[src/rtl/vga_frame_monitor.sv]
// vga_frame_monitor
//   Sits on the pixel-clock side of the VGA output and checks the raw hs/vs
//   timing against the configured mode. It measures line length, frame length
//   and sync pulse widths. It also sums the active-region RGB of every frame,
//   so frames can be compared as one 32-bit signature.
//
//   Ports
//     pclk, rst        pixel clock; synchronous active-high reset
//     hs, vs           sync inputs under test (asserted level = SYNC_POL)
//     r, g, b          pixel colour, COLOR_W bits per channel
//     locked           mode has matched for at least one full frame
//     frame_done       one-cycle pulse when a good frame has been measured
//     frame_cnt        good frames since lock (the first locked frame reads 1)
//     checksum         active-region RGB sum of the frame reported by frame_done
//     h_meas, v_meas   last measured line length (pclk) and frame length (lines)
//     err_hsync        sticky horizontal timing error
//     err_vsync        sticky vertical timing error
//     dbg_state        current FSM state (SEEK=0, MEASURE=1, LOCKED=2)
module vga_frame_monitor #(
  parameter int H_TOTAL  = 1056,
  parameter int V_TOTAL  = 628,
  parameter int H_ACTIVE = 800,
  parameter int V_ACTIVE = 600,
  parameter int HS_WIDTH = 128,
  parameter int VS_WIDTH = 4,
  parameter int H_BP     = 88,
  parameter int V_BP     = 23,
  parameter int COLOR_W  = 4,
  parameter int SYNC_POL = 1
) (
  input  logic               pclk,
  input  logic               rst,
  input  logic               hs,
  input  logic               vs,
  input  logic [COLOR_W-1:0] r,
  input  logic [COLOR_W-1:0] g,
  input  logic [COLOR_W-1:0] b,
  output logic               locked,
  output logic               frame_done,
  output logic [15:0]        frame_cnt,
  output logic [31:0]        checksum,
  output logic [15:0]        h_meas,
  output logic [15:0]        v_meas,
  output logic               err_hsync,
  output logic               err_vsync,
  output logic [1:0]         dbg_state
);

  localparam logic        SP        = (SYNC_POL != 0);
  localparam logic [15:0] H_TOT     = 16'(H_TOTAL);
  localparam logic [15:0] V_TOT     = 16'(V_TOTAL);
  localparam logic [15:0] HS_W      = 16'(HS_WIDTH);
  localparam logic [15:0] VS_W      = 16'(VS_WIDTH);
  localparam logic [15:0] H_ACT_LO  = 16'(HS_WIDTH + H_BP);
  localparam logic [15:0] H_ACT_HI  = 16'(HS_WIDTH + H_BP + H_ACTIVE - 1);
  localparam logic [15:0] V_ACT_LO  = 16'(VS_WIDTH + V_BP);
  localparam logic [15:0] V_ACT_HI  = 16'(VS_WIDTH + V_BP + V_ACTIVE - 1);
  localparam logic [15:0] STALL_CNT = 16'(2 * H_TOTAL);

  typedef enum logic [1:0] {
    SEEK    = 2'd0,
    MEASURE = 2'd1,
    LOCKED  = 2'd2
  } state_t;

  state_t      state, state_next;
  logic        hs_d, vs_d;
  logic        hs_on, vs_on, hle, hte, vle, vte;
  logic [15:0] hcnt, vcnt, hpw, vpw;
  logic [15:0] hcnt_inc, vcnt_inc;
  logic [31:0] acc;
  logic        active;
  logic        h_skip;      // ignore the first line measurement after entering MEASURE
  logic        frame_err;   // an error has been seen in the frame now being measured
  logic        check_en;
  logic        h_err_now, v_err_now, err_now;
  logic        done_now, enter_measure;

  assign hs_on = (hs == SP);
  assign vs_on = (vs == SP);
  assign hle   = hs_on && (hs_d != SP);
  assign hte   = !hs_on && (hs_d == SP);
  assign vle   = vs_on && (vs_d != SP);
  assign vte   = !vs_on && (vs_d == SP);

  assign hcnt_inc = hcnt + 16'd1;
  assign vcnt_inc = vcnt + 16'd1;

  assign active = (hcnt >= H_ACT_LO) && (hcnt <= H_ACT_HI) &&
                  (vcnt >= V_ACT_LO) && (vcnt <= V_ACT_HI);

  // Errors only count once the first vsync has given us a frame reference.
  assign check_en  = (state != SEEK);
  assign h_err_now = check_en &&
                     ((hle && !h_skip && (hcnt_inc != H_TOT)) ||
                      (hte && (hpw != HS_W)) ||
                      ((hcnt == STALL_CNT) && !hle));
  assign v_err_now = check_en &&
                     ((vle && (vcnt_inc != V_TOT)) ||
                      (vte && (vpw != VS_W)));
  assign err_now   = h_err_now || v_err_now;

  assign locked    = (state == LOCKED);
  assign dbg_state = state;

  always_ff @(posedge pclk) begin
    if (rst) state <= SEEK;
    else     state <= state_next;
  end

  always_comb begin
    state_next    = state;
    done_now      = 1'b0;
    enter_measure = 1'b0;
    case (state)
      SEEK: begin
        if (vle) begin
          state_next    = MEASURE;
          enter_measure = 1'b1;
        end
      end
      MEASURE: begin
        // Errors inside the measured frame only decide the outcome at its end.
        if (vle) begin
          if (frame_err || err_now) begin
            state_next = SEEK;
          end else begin
            state_next = LOCKED;
            done_now   = 1'b1;
          end
        end
      end
      LOCKED: begin
        if (err_now)  state_next = SEEK;
        else if (vle) done_now   = 1'b1;
      end
      default: state_next = SEEK;
    endcase
  end

  always_ff @(posedge pclk) begin
    if (rst) begin
      hs_d       <= ~SP;
      vs_d       <= ~SP;
      hcnt       <= '0;
      vcnt       <= '0;
      hpw        <= '0;
      vpw        <= '0;
      acc        <= '0;
      h_skip     <= 1'b0;
      frame_err  <= 1'b0;
      frame_done <= 1'b0;
      frame_cnt  <= '0;
      checksum   <= '0;
      h_meas     <= '0;
      v_meas     <= '0;
      err_hsync  <= 1'b0;
      err_vsync  <= 1'b0;
    end else begin
      hs_d <= hs;
      vs_d <= vs;

      if (hle)                   hcnt <= '0;
      else if (hcnt != 16'hFFFF) hcnt <= hcnt_inc;
      if (hle) h_meas <= hcnt_inc;

      // hle is itself the first asserted cycle of the pulse.
      if (hs_on) hpw <= hle ? 16'd1 : ((hpw == 16'hFFFF) ? hpw : hpw + 16'd1);

      if (vle)      vcnt <= '0;
      else if (hle) vcnt <= vcnt_inc;
      if (vle) v_meas <= vcnt_inc;

      // The line on which vs rises counts even if vle and hle do not coincide.
      if (vle)                vpw <= 16'd1;
      else if (vs_on && hle)  vpw <= vpw + 16'd1;

      if (vle)         acc <= '0;
      else if (active) acc <= acc + 32'({r, g, b});

      if (enter_measure) h_skip <= 1'b1;
      else if (hle)      h_skip <= 1'b0;

      if (vle)          frame_err <= 1'b0;
      else if (err_now) frame_err <= 1'b1;

      err_hsync  <= err_hsync | h_err_now;
      err_vsync  <= err_vsync | v_err_now;

      frame_done <= done_now;
      if (done_now) begin
        checksum  <= acc;
        frame_cnt <= (state == MEASURE) ? 16'd1 : frame_cnt + 16'd1;
      end
    end
  end

endmodule

[config.mk]
export PLATFORM = sky130hd
export DESIGN_NAME = vga_frame_monitor
export DESIGN_NICKNAME = d
export VERILOG_FILES = /design/src/rtl/vga_frame_monitor.sv
export SDC_FILE = /design/constraint.sdc
export NUM_CORES = 1
export LEC_CHECK = 0
export BUFFER_PORTS_ARGS = -buffer_cell sky130_fd_sc_hd__buf_2
export CORE_ASPECT_RATIO = 0.7
export CORE_MARGIN = 8
export CORE_UTILIZATION = 56
export CTS_CLUSTER_DIAMETER = 200
export CTS_CLUSTER_SIZE = 28
export DETAILED_ROUTE_END_ITERATION = 8
export PLACE_DENSITY = 0.83
export SLEW_MARGIN = 20
export SYNTH_ARGS = -nofsm -noshare
export SYNTH_HDL_FRONTEND = slang
export SYNTH_SLANG_ARGS = --single-unit
[constraint.sdc]
create_clock -name pclk -period 3.43 [get_ports pclk]
set_clock_uncertainty 0.15 [all_clocks]
set_input_delay 0.343 -clock pclk [delete_from_list [all_inputs] [get_ports pclk]]
set_output_delay 0.343 -clock pclk [all_outputs]
set_load 0.02 [all_outputs]
---- Word-level counts from Yosys, hierarchy flattened ----
Index checks and enable logic that the tools add are counted.
word-level totals
  output and inout port bits .............. 86
  bits in registers ....................... 185
  input port bits ......................... 16
cells by class
  eq/ne operators ......................... 13
  order comparisons ....................... 4
  bitwise logic cells ..................... 4
  mux-type cells .......................... 18
  reductions and logical operators ........ 33
  add/subtract/negate cells ............... 6
operators by type and width
  kind                                                                                   count
  16-bit by 1-bit adder with 16-bit output (second input constant)                       5
  16-bit 2-to-1 mux                                                                      3
  32-bit by 12-bit adder with 32-bit output                                              1
  16-bit by 10-bit less-or-equal comparator with 1-bit output (second input constant)    2
  16-bit by 12-bit equality test with 1-bit output (second input constant)               1
  16-bit equality test (second input constant)                                           1
  16-bit by 5-bit greater-or-equal comparator with 1-bit output (second input constant)  1
  16-bit by 8-bit greater-or-equal comparator with 1-bit output (second input constant)  1
  1-bit logical AND                                                                      16
  16-bit by 10-bit inequality test with 1-bit output (second input constant)             1
  16-bit by 11-bit inequality test with 1-bit output (second input constant)             1
  16-bit inequality test (second input constant)                                         1
  16-bit by 3-bit inequality test with 1-bit output (second input constant)              1
  16-bit by 8-bit inequality test with 1-bit output (second input constant)              1
  1-bit 2-to-1 mux                                                                       9
  2-bit 2-to-1 mux                                                                       4
  2-bit inequality test (second input constant)                                          3
  2-bit case mux with 3 select lines                                                     1
  2-bit nonzero test                                                                     3
  1-bit logical OR                                                                       5
  1-bit zero test                                                                        4
  2-bit OR reduction                                                                     2
  3-bit AND reduction                                                                    1
  2-bit by 1-bit equality test with 1-bit output (second input constant)                 1
  other kinds (7)                                                                        9

---- Longest topological paths before layout ----
  depth after elaboration ................. 12
  gate-level depth with buffers ........... 12
  mapped depth without buffers ............ 10

---- Worst setup path after synthesis ----
OpenSTA, ideal clock, no wires.
  path type ............................... flip-flop to flip-flop
  from .................................... register hcnt[0]
  to ...................................... register checksum[0]
  setup time .............................. 132 ps
  buffers on the path ..................... 2
  data arrival time ....................... 2752 ps
  required time ........................... 3148 ps
  cell stages (with the launch flop) ...... 11
  clock period less this slack ............ 3034 ps
  path slack .............................. 396 ps
  cell sequence ........................... dfxtp_1 ha_1 nand3_1 or4_1 a211oi_1 nand4_1 o41a_1 buf_4 buf_6 o31ai_1 a21oi_1
between the ends
  word-level cells in the longest chain between the ends .. 11
  elaborated cells on any way between the ends .. 14
RTL lines
  element                                             RTL line  source
  start, declared                                     69        logic [15:0] hcnt, vcnt, hpw, vpw;
  start signal, assigned                              164       else if (hcnt != 16'hFFFF) hcnt <= hcnt_inc;
  16-bit by 1-bit adder with 16-bit output            86        assign hcnt_inc = hcnt + 16'd1;
  16-bit by 11-bit inequality test with 1-bit output  95        ((hle && !h_skip && (hcnt_inc != H_TOT)) ||
  1-bit logical AND                                   95
  1-bit logical OR                                    95
  1-bit logical OR (*)                                96        (hte && (hpw != HS_W)) ||
  1-bit logical AND (*)                               94        assign h_err_now = check_en &&
  1-bit logical OR (*)                                101       assign err_now = h_err_now || v_err_now;
  1-bit logical OR                                    125       if (frame_err || err_now) begin
  1-bit 2-to-1 mux                                    125
  1-bit 2-to-1 mux                                    124       if (vle) begin
  1-bit case mux with 2 select lines (*)              115       case (state)
  end signal, assigned                                154       checksum <= '0;
  end signal, assigned                                192       checksum <= acc;
  end, declared                                       41        output logic [31:0] checksum,
Mark *: on every way between the ends. The rest lies on a longest branch, timed or not.
A chain may end at the register's enable or synchronous reset.

---- Worst setup path after layout ----
  from .................................... register hcnt[3]
  to ...................................... register frame_cnt[10]
between the ends
  word-level cells in the longest chain between the ends .. 11
  elaborated cells on any way between the ends .. 14
RTL lines
  element                                             RTL line  source
  16-bit by 1-bit adder with 16-bit output            86
  16-bit by 11-bit inequality test with 1-bit output  95
  1-bit logical AND                                   95
  1-bit logical OR                                    95
  1-bit logical OR (*)                                96
  1-bit logical AND (*)                               94
  1-bit logical OR (*)                                101
  1-bit logical OR                                    125
  1-bit 2-to-1 mux                                    125
  1-bit 2-to-1 mux                                    124
  1-bit case mux with 2 select lines (*)              115
  end signal, assigned                                193       frame_cnt <= (state == MEASURE) ? 16'd1 : frame_cnt + 16'd1;
  end, declared                                       40        output logic [15:0] frame_cnt,
Marks and branches as above.

==> summary.txt <==
Status: finished, final reports clean
H-tree Lvls: 4
MaxCap Viol Count: 0
Rel. slew slack: 32.37%
Chip width: 169.7 um
WHS: 75.10 ps
Max clock buf depth: 2
Initial antenna violation count: 0
Worst R2R Start: hcnt[3]
FMAX: 302.1 MHz
Worst-skew pair later-pin latency: 440 ps
CTS Sinks: 185
Num CTS Buffers: 17
Final Wtd Congestion: 0.9521
GRT Util Overall: 23.07%
Worst Hold Launch: vs
Area share of the largest cell type after synthesis: 39.97%
Post-DP HPWL: 16,920 um
Die Area: 20,980 um2
DR iter-0 viols: 890
Post-Route WL: 24,990 um
Final worst path period need: 3311 ps
# port buffers: 101
Main area contributors after synthesis: dfxtp_1 40%, nor2_1 4.9%, a21oi_1 4.5%
R2r worst-path depth: 8
Chip Height: 123.6 um
Leading cell type in the layout, fill and taps excluded: dfxtp_1
Async S/R FF share, synth: 0%
Hold Crit Class: in2reg
Unique masters post-synth: 68
CP Max Fanout: 49
Synthesized instance count: 1,124
CTS Root Cell: clkbuf_16
Synthesized area per cell: 8.243 um2
Vias post-DR: 8,681
Slew @ Worst Pin: 998.6 ps
Commonest non-fill, non-tap cells in the layout: 181 x dfxtp_1, 119 x nor2_1, 101 x buf_2, 90 x nand2_1, 83 x a21oi_1
RSZ-0062 raised after global routing: no
Largest net degree at the start of global routing: 70
Leak Pwr: 3.938 nW
Vias in the first global route: 7,830
Worst EP required: 3590 ps
CTS tree: yes
Core Footprint: 16,250 um2
Pwr/cell area: 444.3 nW/um2
Register area: 3709 um2
Drt via density: 6.058
Setup ws final: 119.3 ps
Ratio of cells with drive above 1 in the final layout: 16.47%
Layout area overhead: 16.19%
VDD IR max: 0.3093 mV
Layout fillers: 1,334
# rows: 39
Sum Neg Setup Slack: 0 ps
Clock transition at path regs: 70 ps
Area of the multi-input gates: 5184 um2
# DRC: 0
Main synth FF type: dfxtp_1
Wire per inst: 17.44 um
Slew Limit Fails: 0
N_diodes: 0
Startpoint type of the worst setup path: flip-flop
First-pass GRT wire length: 39,870 um
Sequential element share of the synthesized area: 39.97%
Post-Syn Area: 9265 um2
# IOs: 102
GR Overflow Total: 0
Final hold vios: 0
Starting Density: 57.02%
Total Nets Final: 1,238
EDFF count, synth: 0
Setup Crit Path Kind: reg2reg
Hold endpoint: vs_d
Final ANT Viol Nets: 0
Setup WS pre-CTS: 44.33 ps
Warnings, synthesis: 0
Drt first pass iters: 6
Critical path arrival: 3470 ps
Cell taking the most area after synthesis: dfxtp_1
Number of synthesized register bits: 185
Fin crit share: 96.52%
Flop2flop setup slack: 120 ps
RR Endpoint: frame_cnt[10]
# setup viols final: 0
Crit. End Element: flip-flop
Worst hold stages: 2
Syn Nets: 1,167
kinds of logic (layout without fill, tap and decap cells):
| family | after synthesis | in the layout | synth area share, % |
|---|---|---|---|
| adders and majority gates | 27 | 27 | 3.727 |
| DFF | 185 | 185 | 39.97 |
| AOI/OAI and AO/OA | 260 | 260 | 18.69 |
| and+or+nand+nor | 455 | 455 | 25.09 |
| buffers and inverters | 119 | 203 | 5.132 |
| muxes | 1 | 1 | 0.1080 |
| xor gates and xnor gates | 77 | 77 | 7.279 |
how the worst max path moves through the flow:
stage                       start             to  slack (ps)  depth (start not counted)
after floorplan           hcnt[0]    checksum[0]         400                         10
after global placement    hcnt[1]  frame_cnt[11]         250                          9
after detailed placement  hcnt[1]   frame_cnt[6]          40                          9
after CTS                 hcnt[1]   frame_cnt[6]          40                          9
after global routing      hcnt[6]   frame_cnt[7]           4                          8
final                     hcnt[3]  frame_cnt[10]         120                          8
sequential cells by signal, summed over array words and instances, names as in the netlist, 16 cells and up:
name and cells:
acc 32, h_meas 16, checksum 32, vcnt 16, hcnt 16, frame_cnt 16
vpw 16, v_meas 16, hpw 16
critical path, stage by stage, from the launching register on:
cell and delay (ps):
dfxtp_1 460, nand4_1 230, nor4_2 370, xnor2_1 220
or4bb_4 600, o41a_2 420, buf_12 200, o41ai_1 390
o22ai_1 120
where the power goes:
group          internal, mW  leakage, nW  switching [mW]  total [mW]
clock network          1.27        0.310           0.882        2.15
registers              2.18         1.50          0.0243        2.20
logic                 0.132         2.13           0.301       0.433
timing repair:
action	CTS	global route
setup endpoints to repair	0	47
resized for setup	0	14
hold buffers	0	0
buffers inserted	0	1
layout make-up:
| class | instances | area share (%) |
|---|---|---|
| Tap cell | 225 | 2.615 |
| Clock inverter | 13 | 1.755 |
| Clock buffer | 19 | 4.207 |
| Sequential cell | 185 | 34.45 |
| Timing Repair Buffer | 136 | 7.601 |
| Inverter | 35 | 1.220 |
| Multi-Input combinational cell | 820 | 48.15 |
routing by layer:
metal | wire length (um) | global-route usage [%] | up-vias
met4 | 234 | 6.226 | 0
met3 | 1759 | 4.497 | 18
met2 | 11430 | 36.38 | 339
li1 | - | - | 4217
met1 | 11570 | 31.98 | 4107
met5 | 0 | 0 | -
through the flow:
step | cell area [um2] | util (%) | power, mW | instances
2_1_floorplan | 9265 | - | 2.531 | 1124
3_3_place_gp | 10050 | 61.84 | 2.656 | 1400
3_5_place_dp | 10050 | 61.84 | 2.668 | 1400
4_1_cts | 10690 | 65.79 | 4.781 | 1432
5_1_grt | 10770 | 66.25 | 4.922 | 1433
6_report | 10770 | 66.25 | 4.783 | 1433
cells in the mapped netlist (13+ instances only):
library cell  count
nor2b_1          15
inv_1            35
nor2_1          120
or3_1            21
o21ai_0          37
a211oi_1         19
o31ai_1          51
clkbuf_1         65
ha_1             26
dfxtp_1         185
nand3_1          37
nor3_1           26
nand4_1          60
nor4_1           14
buf_2            13
a21oi_1          83
nand2_1          91
xnor2_1          37
and3_1           21
xor2_1           40
Power figures use the tool's default switching activity.
